## src/rtl/countdown_mmss.sv

```systemverilog
// rtl/countdown_mmss.sv - BCD mm:ss countdown timer with done pulse and alarm
// Optional feature macro: COUNTDOWN_BLINK_EN (alarm toggles on each ena tick while in ALARM)
module countdown_mmss #(
  parameter int ALARM_TICKS = 10
) (
  input  logic       clk,
  input  logic       res,
  input  logic       ena,
  input  logic       load,
  input  logic [3:0] set_so,
  input  logic [2:0] set_st,
  input  logic [3:0] set_mo,
  input  logic [2:0] set_mt,
  input  logic       start,
  input  logic       stop,
  input  logic       ack,
  output logic [3:0] so,
  output logic [2:0] st,
  output logic [3:0] mo,
  output logic [2:0] mt,
  output logic       running,
  output logic       done,
  output logic       alarm
);

  typedef enum logic [1:0] {IDLE, RUN, PAUSE, ALARM} state_t;

  localparam int AW = (ALARM_TICKS > 1) ? $clog2(ALARM_TICKS + 1) : 1;
  localparam logic [AW-1:0] ALARM_LAST = AW'((ALARM_TICKS > 0) ? ALARM_TICKS - 1 : 0);

  state_t          state_q, state_d;
  logic [3:0]      so_d, mo_d, ld_so, ld_mo, dec_so, dec_mo;
  logic [2:0]      st_d, mt_d, ld_st, ld_mt, dec_st, dec_mt;
  logic            running_d, done_d, alarm_d;
  logic [AW-1:0]   acnt_q, acnt_d;
  logic            cnt_zero, dec_zero, start_go;

  // Load values clamp into legal BCD ranges: ones to 9, tens to 5
  always_comb begin
    ld_so = (set_so > 4'd9) ? 4'd9 : set_so;
    ld_mo = (set_mo > 4'd9) ? 4'd9 : set_mo;
    ld_st = (set_st > 3'd5) ? 3'd5 : set_st;
    ld_mt = (set_mt > 3'd5) ? 3'd5 : set_mt;
  end

  // One-second decrement with borrow rippling seconds-ones up to minutes-tens
  always_comb begin
    dec_so = so;
    dec_st = st;
    dec_mo = mo;
    dec_mt = mt;
    if (so != 4'd0) begin
      dec_so = so - 4'd1;
    end else begin
      dec_so = 4'd9;
      if (st != 3'd0) begin
        dec_st = st - 3'd1;
      end else begin
        dec_st = 3'd5;
        if (mo != 4'd0) begin
          dec_mo = mo - 4'd1;
        end else begin
          dec_mo = 4'd9;
          if (mt != 3'd0) dec_mt = mt - 3'd1;
        end
      end
    end
    cnt_zero = (so == 4'd0) && (st == 3'd0) && (mo == 4'd0) && (mt == 3'd0);
    dec_zero = (dec_so == 4'd0) && (dec_st == 3'd0) && (dec_mo == 4'd0) && (dec_mt == 3'd0);
    start_go = start && !stop;
  end

  // Next state, next count and next flag values; load takes priority over start
  always_comb begin
    state_d = state_q;
    so_d    = so;
    st_d    = st;
    mo_d    = mo;
    mt_d    = mt;
    done_d  = 1'b0;
    alarm_d = alarm;
    acnt_d  = acnt_q;
    case (state_q)
      IDLE: begin
        if (load) begin
          {mt_d, mo_d, st_d, so_d} = {ld_mt, ld_mo, ld_st, ld_so};
        end else if (start_go && !cnt_zero) begin
          state_d = RUN;
        end
      end
      RUN: begin
        if (stop) begin
          state_d = PAUSE;
        end else if (ena) begin
          {mt_d, mo_d, st_d, so_d} = {dec_mt, dec_mo, dec_st, dec_so};
          if (dec_zero) begin
            state_d = ALARM;
            done_d  = 1'b1;
            alarm_d = 1'b1;
            acnt_d  = '0;
          end
        end
      end
      PAUSE: begin
        if (load) begin
          {mt_d, mo_d, st_d, so_d} = {ld_mt, ld_mo, ld_st, ld_so};
          state_d = IDLE;
        end else if (start_go) begin
          state_d = RUN;
        end
      end
      ALARM: begin
        if (load || ack) begin
          if (load) {mt_d, mo_d, st_d, so_d} = {ld_mt, ld_mo, ld_st, ld_so};
          state_d = IDLE;
          alarm_d = 1'b0;
        end else if (ena) begin
          if ((ALARM_TICKS > 0) && (acnt_q == ALARM_LAST)) begin
            state_d = IDLE;
            alarm_d = 1'b0;
          end else begin
            if (ALARM_TICKS > 0) acnt_d = acnt_q + AW'(1);
`ifdef COUNTDOWN_BLINK_EN
            alarm_d = !alarm;
`else
            alarm_d = 1'b1;
`endif
          end
        end
      end
      default: begin
        state_d = IDLE;
        alarm_d = 1'b0;
      end
    endcase
    running_d = (state_d == RUN);
  end

  // State, count and flag registers with asynchronous active-low reset
  always_ff @(posedge clk or negedge res) begin
    if (!res) begin
      state_q <= IDLE;
      so      <= 4'd0;
      st      <= 3'd0;
      mo      <= 4'd0;
      mt      <= 3'd0;
      running <= 1'b0;
      done    <= 1'b0;
      alarm   <= 1'b0;
      acnt_q  <= '0;
    end else begin
      state_q <= state_d;
      so      <= so_d;
      st      <= st_d;
      mo      <= mo_d;
      mt      <= mt_d;
      running <= running_d;
      done    <= done_d;
      alarm   <= alarm_d;
      acnt_q  <= acnt_d;
    end
  end

endmodule

```

## config.mk

```make
export PLATFORM = sky130hd
export DESIGN_NAME = countdown_mmss
export DESIGN_NICKNAME = d
export VERILOG_FILES = /design/src/rtl/countdown_mmss.sv
export SDC_FILE = /design/constraint.sdc
export NUM_CORES = 1
export LEC_CHECK = 0
export ABC_CLOCK_PERIOD_IN_PS = 2200
export CORE_MARGIN = 5
export CORE_UTILIZATION = 25
export DETAILED_ROUTE_END_ITERATION = 8
export GPL_TIMING_DRIVEN = 0
export PLACE_DENSITY = 0.52
export RECOVER_POWER = 50
export SYNTH_ARGS = -nofsm -noshare
export SYNTH_HDL_FRONTEND = slang
export SYNTH_SLANG_ARGS = --single-unit
```

## constraint.sdc

```tcl
create_clock -name clk -period 2.2 [get_ports clk]
set_clock_uncertainty 0.15 [all_clocks]
set_input_delay 0.22 -clock clk [delete_from_list [all_inputs] [get_ports clk]]
set_output_delay 0.22 -clock clk [all_outputs]
set_load 0.02 [all_outputs]
```

# Yosys cells after proc, flatten, opt, wreduce, memory -nomap -nowiden
# Cells that the tools add are included.
[op_classes]
addsub = 5
multipliers = 0
div_mod_pow = 0
n_lt_le_gt_ge = 4
n_eq_ne = 13
shifts = 0
n_mux = 63
n_bitwise = 0
n_reduce_logical = 29
[op_table]
columns = ["op", "n"]
rows = [
  ["2-to-1 mux 4 bit", 20],
  ["2-to-1 mux 3 bit", 16],
  ["case mux 4 bit (3 select lines)", 2],
  ["2-to-1 mux 2 bit", 10],
  ["case mux 3 bit (3 select lines)", 2],
  ["logical NOT 4 bit", 4],
  ["!= test 2 bit (second input constant)", 7],
  ["logical NOT 3 bit", 4],
  ["2-to-1 mux 1 bit", 10],
  ["> comparator 4 bit (second input constant)", 2],
  ["logical AND 1 bit", 8],
  ["case mux 2 bit (4 select lines)", 1],
  ["case mux 4 bit (2 select lines)", 1],
  ["nonzero test 4 bit", 2],
  ["subtractor 4 x 1 -> 4 bit (second input constant)", 2],
  ["AND reduction 7 bit", 1],
  ["> comparator 3 bit (second input constant)", 2],
  ["nonzero test 3 bit", 2],
  ["subtractor 3 x 1 -> 3 bit (second input constant)", 2],
  ["AND reduction 5 bit", 1],
  ["adder 4 x 1 -> 4 bit (second input constant)", 1],
  ["equality test 2 x 1 -> 1 bit (second input constant)", 2],
  ["equality test 2 bit (second input constant)", 2],
  ["equality test 4 bit (second input constant)", 1],
  ["8 further kinds", 9],
]
[totals]
reg_bits = 23
latchBits = 0
mem_bits_rw = 0
romBits = 0
in_bits = 21
output_inout_bits = 17
wordCells = 123
mem_count = 0

# Logic depth before layout (Yosys ltp)
# Gate-level depths: netlist of the first run.
[depth]
word_depth = 12
depth_mapped = 8
ltp_nobuf = 8

# Least setup slack after synthesis of the first run
# Ideal clock, no wire load.
[synth_path]
kind = "reg-to-reg"
start = "reg st[0]"
end = "reg running"
setup_time_ps = 123
t_arrival_ps = 2039
required_time_ps = 1927
slack_ps = -113
stages_incl_launch_ff = 7
path_buffers = 0
synth_period_minus_slack_ps = 2313
path_cell_list = "dfrtp_1 > nor2_1 > ha_1 > nor3b_1 > nand3_1 > o32a_1 > nor2b_1"
[synth_via]
elab_chain_len = 12
word_cells_on_any_way = 27
classes_between = "1 x add/sub; 1 x eq/ne; 12 x mux; 13 x reduce/logical"
[synth_lines]
columns = ["item", "line_no", "text"]
rows = [
  ["from (decl)", "18", "output logic [2:0] st,"],
  ["from (signal assigned)", "154", "st <= st_d;"],
  ["subtractor 3 x 1 -> 3 bit / nonzero test 3 bit (equally long branches)", "57, 56", ""],
  ["2-to-1 mux 3 bit", "56", "if (st != 3'd0) begin"],
  ["2-to-1 mux 3 bit", "52", "if (so != 4'd0) begin"],
  ["logical NOT 3 bit", "69", "dec_zero = (dec_so == 4'd0) && (dec_st == 3'd0) && (dec_mo == 4'd0) && (dec_mt == 3'd0);"],
  ["logical AND 1 bit (3 in a row)", "69", ""],
  ["2-to-1 mux 2 bit", "96", "if (dec_zero) begin"],
  ["2-to-1 mux 2 bit", "94", "end else if (ena) begin"],
  ["2-to-1 mux 2 bit", "92", "if (stop) begin"],
  ["case mux 2 bit (4 select lines) *", "83", "case (state_q)"],
  ["via state_d[0]", "31", "state_t state_q, state_d;"],
  ["equality test 2 x 1 -> 1 bit *", "136", "running_d = (state_d == RUN);"],
  ["via running_d", "34", "logic running_d, done_d, alarm_d;"],
  ["to (signal assigned)", "157", "running <= running_d;"],
  ["to (decl)", "21", "output logic running,"],
]
# Mark *: on every way through the listed nets, which the timed path passes. The rest lies on a longest branch.
# A chain may end at the register's enable or synchronous reset.

# Final worst setup path of the first run
[layout_path]
start = "reg so[0]"
end = "reg acnt_q[3]"
[layout_via]
elab_chain_len = 8
word_cells_on_any_way = 15
classes_between = "1 x add/sub; 1 x eq/ne; 4 x mux; 9 x reduce/logical"
[layout_lines]
columns = ["item", "line_no", "text"]
rows = [
  ["from (decl)", "17", "output logic [3:0] so,"],
  ["from (signal assigned)", "143", "so <= 4'd0;"],
  ["from (signal assigned)", "153", "so <= so_d;"],
  ["subtractor 4 x 1 -> 4 bit / nonzero test 4 bit (equally long branches)", "53, 52", ""],
  ["2-to-1 mux 4 bit / 2-to-1 mux 3 bit (equally long branches)", "52", ""],
  ["logical NOT 4 bit / logical NOT 3 bit (equally long branches)", "69", ""],
  ["logical AND 1 bit (2 in a row)", "69", ""],
  ["logical AND 1 bit *", "69", ""],
  ["!= test 2 bit (no source line) *", "-", ""],
  ["AND reduction 7 bit (no source line) *", "-", ""],
  ["to (signal assigned)", "160", "acnt_q <= acnt_d;"],
  ["to (decl)", "35", "logic [AW-1:0] acnt_q, acnt_d;"],
]
# Mark *: on every way between the ends. The rest lies on a longest branch, timed or not.

==> results of run 1 <==
final timing paths:
path / endpoint / start / cells after the start / slack, ps
setup / recovery: acnt_q[3] / so[0] / 7 / 90
min in group asynchronous: acnt_q[2] / res / 1 / 450
max in group asynchronous: st[0] / res / 1 / 720
hold reg to reg: alarm / alarm / 1 / 350
setup reg to reg: acnt_q[3] / so[0] / 7 / 90
hold / removal: alarm / alarm / 1 / 350
metal layers:
metal / global-route usage (%) / routed length [um]
met1: 16.6 / 2380
met2: 18.2 / 2180
met4: 3.35 / 50
met3: 2.17 / 234
met5: 0 / 0
layout make-up:
cell class | instances | area share (%)
flip-flops and latches | 23 | 25.4
plain buffers | 9 | 2.70
well taps | 77 | 4.25
multi-input cells | 151 | 44.8
inverters | 13 | 2.15
repair buffers | 44 | 18.7
clock buffers | 4 | 1.99
where the power goes:
part	internal [uW]	leakage (uW)	switching, uW
sequential	512	0.000285	129
clock	130	0.0000228	153
combinational	349	0.000573	370
flip-flops by register name, indices dropped and copies added, names as in the netlist:
register	flops
acnt_q	4
mo	4
so	4
mt	3
st	3
state_q	2
alarm	1
done	1
running	1
Yosys cell counts, types with 3 or more instances:
master,instances
nor3_1,9
clkbuf_1,5
o21ai_0,17
a21oi_1,20
o22ai_1,3
nor4b_1,3
nand3_1,8
a32oi_1,4
or4_1,3
inv_1,13
nand2_1,18
a31oi_1,3
dfrtp_1,23
o22a_1,4
nor3b_1,3
nor2_1,19
ha_1,6
metrics by stage:
step | setup TNS, ps | instances | instance area (um^2)
after floorplan | 0 | 196 | 1620
after global routing | -173 | 321 | 2270
after global placement | -4160 | 310 | 2090
final | 0 | 321 | 2270
after detailed placement | -4760 | 310 | 2090
after CTS | 0 | 316 | 2190
what timing repair did:
item                                    CTS  global route
endpoints found under the setup margin   16            20
setup buffers                             2             5
hold buffers                              0             0
resized for setup                         9            13
pin swaps                                 1             9
cell families (layout without fill, tap and decap cells):
group	Yosys count	in the layout	share of synthesized area [%]
multiplexers	3	3	2.63
flip-flops	23	23	35.6
AO/OA/AOI/OAI	65	65	26.0
buffers and inverters	22	70	6.20
AND/OR/NAND/NOR	76	76	24.3
adder cells (fa/ha/maj)	6	6	4.65
XOR/XNOR	1	1	0.542
worst max-delay path: stages (launching register included):
cell and delay [ps]:
dfrtp_1 400, buf_6 130, or4_4 530, buf_6 150, mux2i_4 200, nand4_1 230, nand3_1 130, o211ai_1 80
==> metrics.cfg, run 1 <==
[clocking]
cts.sinks=23
clockRootBuffer=clkbuf_8
cts_buffer_depth=2
htreeDepth=1
clk-insertion-delay-late_ps=270
cts_tree=done
clkTransAtPathRegs_ps=90
cts_buffers=3

[global_route]
grt_overflow=0
grt_pass1_wl_mm=8.05
antenna_found_initial=0
grt_max_degree=24
grt_pass1_vias=1625
grt_use_total_pct=11.7

[placed_design]
gp_congestion=0.774
pre_cts_ws_ps=-459
io_buffers=37
dp_hpwl_mm=3.52

[floorplanning]
chipWidth_um=90.4
rows=29
core_area_um2=6310
pin_count=38
dieArea_um2=8170
die_y_um=90.4
initial_core_util_pct=25.6

[timing]
finalWorstSetupSlack_ps=92.9
drv_slew=0
worstMarginPinSlew_ps=1100
hold_violations=0
post-route-min-period_ps=2110
period_share_pct=95.8
setup_viol=0
fmax_mhz=475
rsz0062_at_grt=true
holdWs_ps=349
timing.slew.headroom_pct=26.5

[synthesis]
ys.flop_type=dfrtp_1
netlist-cell-type-count=43
synth_area_um2=1620
synth_top_area_cell=dfrtp_1
synth-warning-count=0
syn_area_per_cell_um2=8.24
synthArstFlopShare_pct=100
ys_seq_area_share_pct=35.6
synth-edff-count=0
yosys-top-cells-area=dfrtp_1 (36%), a21oi_1 (6.2%), o21ai_0 (5.3%)
syn-num-nets=223
netlist.area_leader.share_pct=35.6
synth-seq-cells=23
postSynthCellCount=196

[job]
cap_viol_max_count=0

[routing]
routed_wirelength_mm=4.85
drtPass1Iterations=4
avgViaCountPerCell=5.21
num_vias=1671
drt_iter0_markers=60
wire_per_inst_um=15.1
detail-route-antenna-nets=0
drc_errors=0

[layout]
nNetsFinal=272
final_cell_mix=clkdlybuf4s50_1 (31), dfrtp_1 (22), nand2_1 (18), nor2_1 (18), a21oi_1 (18)
area_delta_synth_final_pct=40.4
final_common_cell=clkdlybuf4s50_1
seq_area_um2=577
num_antenna_cells=0
layout-drive-gt1-share_pct=15.2
fin_util_pct=35.9
n_fill_cell=687
multi_input_comb_area_um2=1020

[critical_path]
crit_type=reg2reg
crit_arrival_ps=2110
setup.worst_path.start_class=flip-flop
cp_max_fo=5
crit_path_end_kind=flip-flop
cp.required_ps=2200

[run_status]
status=finished clean

[pwr]
ir_worst_vdd_v=0.000307
power.total_uw=1640
powerDensity_nw_per_um2=725
power_leakage_uw=0.000881

[hold_path]
hold_path_class=reg2reg

Note: power is estimated with default switching activity, not from simulation.
==> inputs of run 2 (changes only) <==
- REMOVE_ABC_BUFFERS: unset -> 1
==> run 2 against run 1 <==
Combinational power decreased by 8.9%. Total power fell by 3.3%. Sequential cell count unchanged. Global-route usage shrank 0.64 points. Via count fell by 4.8%. Largest cell class unchanged. Sequential share of layout area is 0.63 points higher. Cell count is 3.4% lower. Register-to-register slack gained 40 ps. Core utilization decreased by 0.71 points. Critical path type unchanged. Worst setup slack improved by 36 ps. Die area is the same.
==> metrics.cfg, run 2 (synthesis results as in run 1) <==
[pwr]
ir_worst_vdd_v=0.000411
p_comb_share_pct=41.3
powerDensity_nw_per_um2=715
p_int_uw=960
p_clk_share_pct=17.3
sw_frac_of_total_pct=39.6
p_seq_share_pct=41.4
power_leakage_uw=0.000845
switchingPower_uw=629

[timing]
holdWs_ps=345
fin_tns_setup_ps=0
hold_violations=0
setup_viol=0
finalWorstSetupSlack_ps=129
period_share_pct=94.1
post-route-min-period_ps=2070
timing.slew.headroom_pct=25.3
drv_slew=0
worstMarginPinSlew_ps=1120
fmax_mhz=483

[layout]
design_area_um2=2220
num_antenna_cells=0
n_fill_cell=677
reg.largest.list=acnt_q (4), mo (4), so (4)
nNetsFinal=261
fin_util_pct=35.2
final_cell_mix=clkdlybuf4s50_1 (27), dfrtp_1 (20), nand2_1 (18), nor2_1 (18), a21oi_1 (18)
final_common_cell=clkdlybuf4s50_1
area_delta_synth_final_pct=37.6
layout-drive-gt1-share_pct=13.7

[floorplanning]
core_area_um2=6310
chipWidth_um=90.4
die_y_um=90.4
rows=29
pin_count=38
initial_core_util_pct=25.6
dieArea_um2=8170

[clocking]
clkTransAtPathRegs_ps=90
clk-insertion-delay-late_ps=270
cts_buffers=3
holdBufCountCts=0
cts.sinks=23
cts_tree=done
clockRootBuffer=clkbuf_8
cts_buffer_depth=2
htreeDepth=1

[placed_design]
io_buffers=37
gp_congestion=0.813
dp_hpwl_mm=3.28
pre_cts_ws_ps=-754
place_area_um2=2050

[hold_path]
min_path_cells=1
hold_path_class=reg2reg

[critical_path]
crit_arrival_ps=2070
cp_slowest_stage_delay_ps=620
setup.worst_path.start_class=flip-flop
crit_type=reg2reg
crit_path_end_kind=flip-flop
path_cells=or4_4, mux2i_4, nand4_1, nand3_1, o211ai_1
critPathSlowestCell=or4_4
r2r_cells=5
cp.required_ps=2200
cp_max_fo=10

[routing]
avgViaCountPerCell=5.13
drc_errors=0
num_vias=1590
routed_wirelength_mm=4.50
detail-route-antenna-nets=0
wire_per_inst_um=14.5
drt_iter0_markers=70
drtPass1Iterations=4

[job]
cap_viol_max_count=0

[run_status]
status=finished clean

[global_route]
grt_max_degree=24
antenna_found_initial=0
grt_use_total_pct=11.1
grt_overflow=0
grt_pass1_wl_mm=7.76
grt_pass1_vias=1585

run 2: worst paths after layout:
path                                  end  slack [ps]  start
worst max register to register  acnt_q[3]         130  so[0]
worst min register to register      alarm         350  alarm
max in group asynchronous           so[0]         700    res
worst min-delay path                alarm         350  alarm
worst max-delay path            acnt_q[3]         130  so[0]
min in group asynchronous       acnt_q[2]         460    res
run 2: per-layer routing:
layer	global-route usage [%]	vias to the layer above	routed length, um
met5	0	-	0
met4	1.74	0	24
met3	2.42	2	174
met2	18.8	33	2130
met1	14.8	761	2170
li1	-	794	-
run 2: per-stage QoR:
stage          power [uW]  cells
6_report             1590    310
5_1_grt              1710    310
4_1_cts              1600    307
3_5_place_dp         1280    302
3_3_place_gp         1270    301
2_1_floorplan         997    187
run 2: cell type report:
cell class,instances,area [um^2],share of cell area (%)
inverters,13,48.8,2.20
flip-flops and latches,23,579,26.1
repair buffers,42,415,18.7
multi-input cells,151,1040,46.7
clock buffers,4,45.0,2.03
well taps,77,96.3,4.34
run 2: worst max-delay path: cells and delay by family (launching register included):
family,cells,cell delay (ps)
flip-flops,1,500
multiplexers,1,220
AND/OR/NAND/NOR,3,1000
AO/OA/AOI/OAI,1,90
run 2: power groups by stage:
| stage | registers [uW] | logic (uW) | clock network [uW] |
|---|---|---|---|
| 6_report | 658 | 656 | 274 |
| 2_1_floorplan | 695 | 302 | 0 |
| 3_3_place_gp | 655 | 612 | 0 |
| 5_1_grt | 681 | 732 | 299 |
| 3_5_place_dp | 657 | 622 | 0 |
| 4_1_cts | 662 | 646 | 291 |
run 2: what timing repair did:
action / 4_1_cts / 5_1_grt
buffers inserted: 1 / 3
cloned: 0 / 0
resized for setup: 12 / 9
endpoints found under the setup margin: 23 / 18
pin swaps: 1 / 3
==> inputs of run 3 (changes only) <==
- REMOVE_ABC_BUFFERS: 1 -> unset
==> results of run 3 <==
No change in the layout: final DEF, timing and power equal those of run 1.
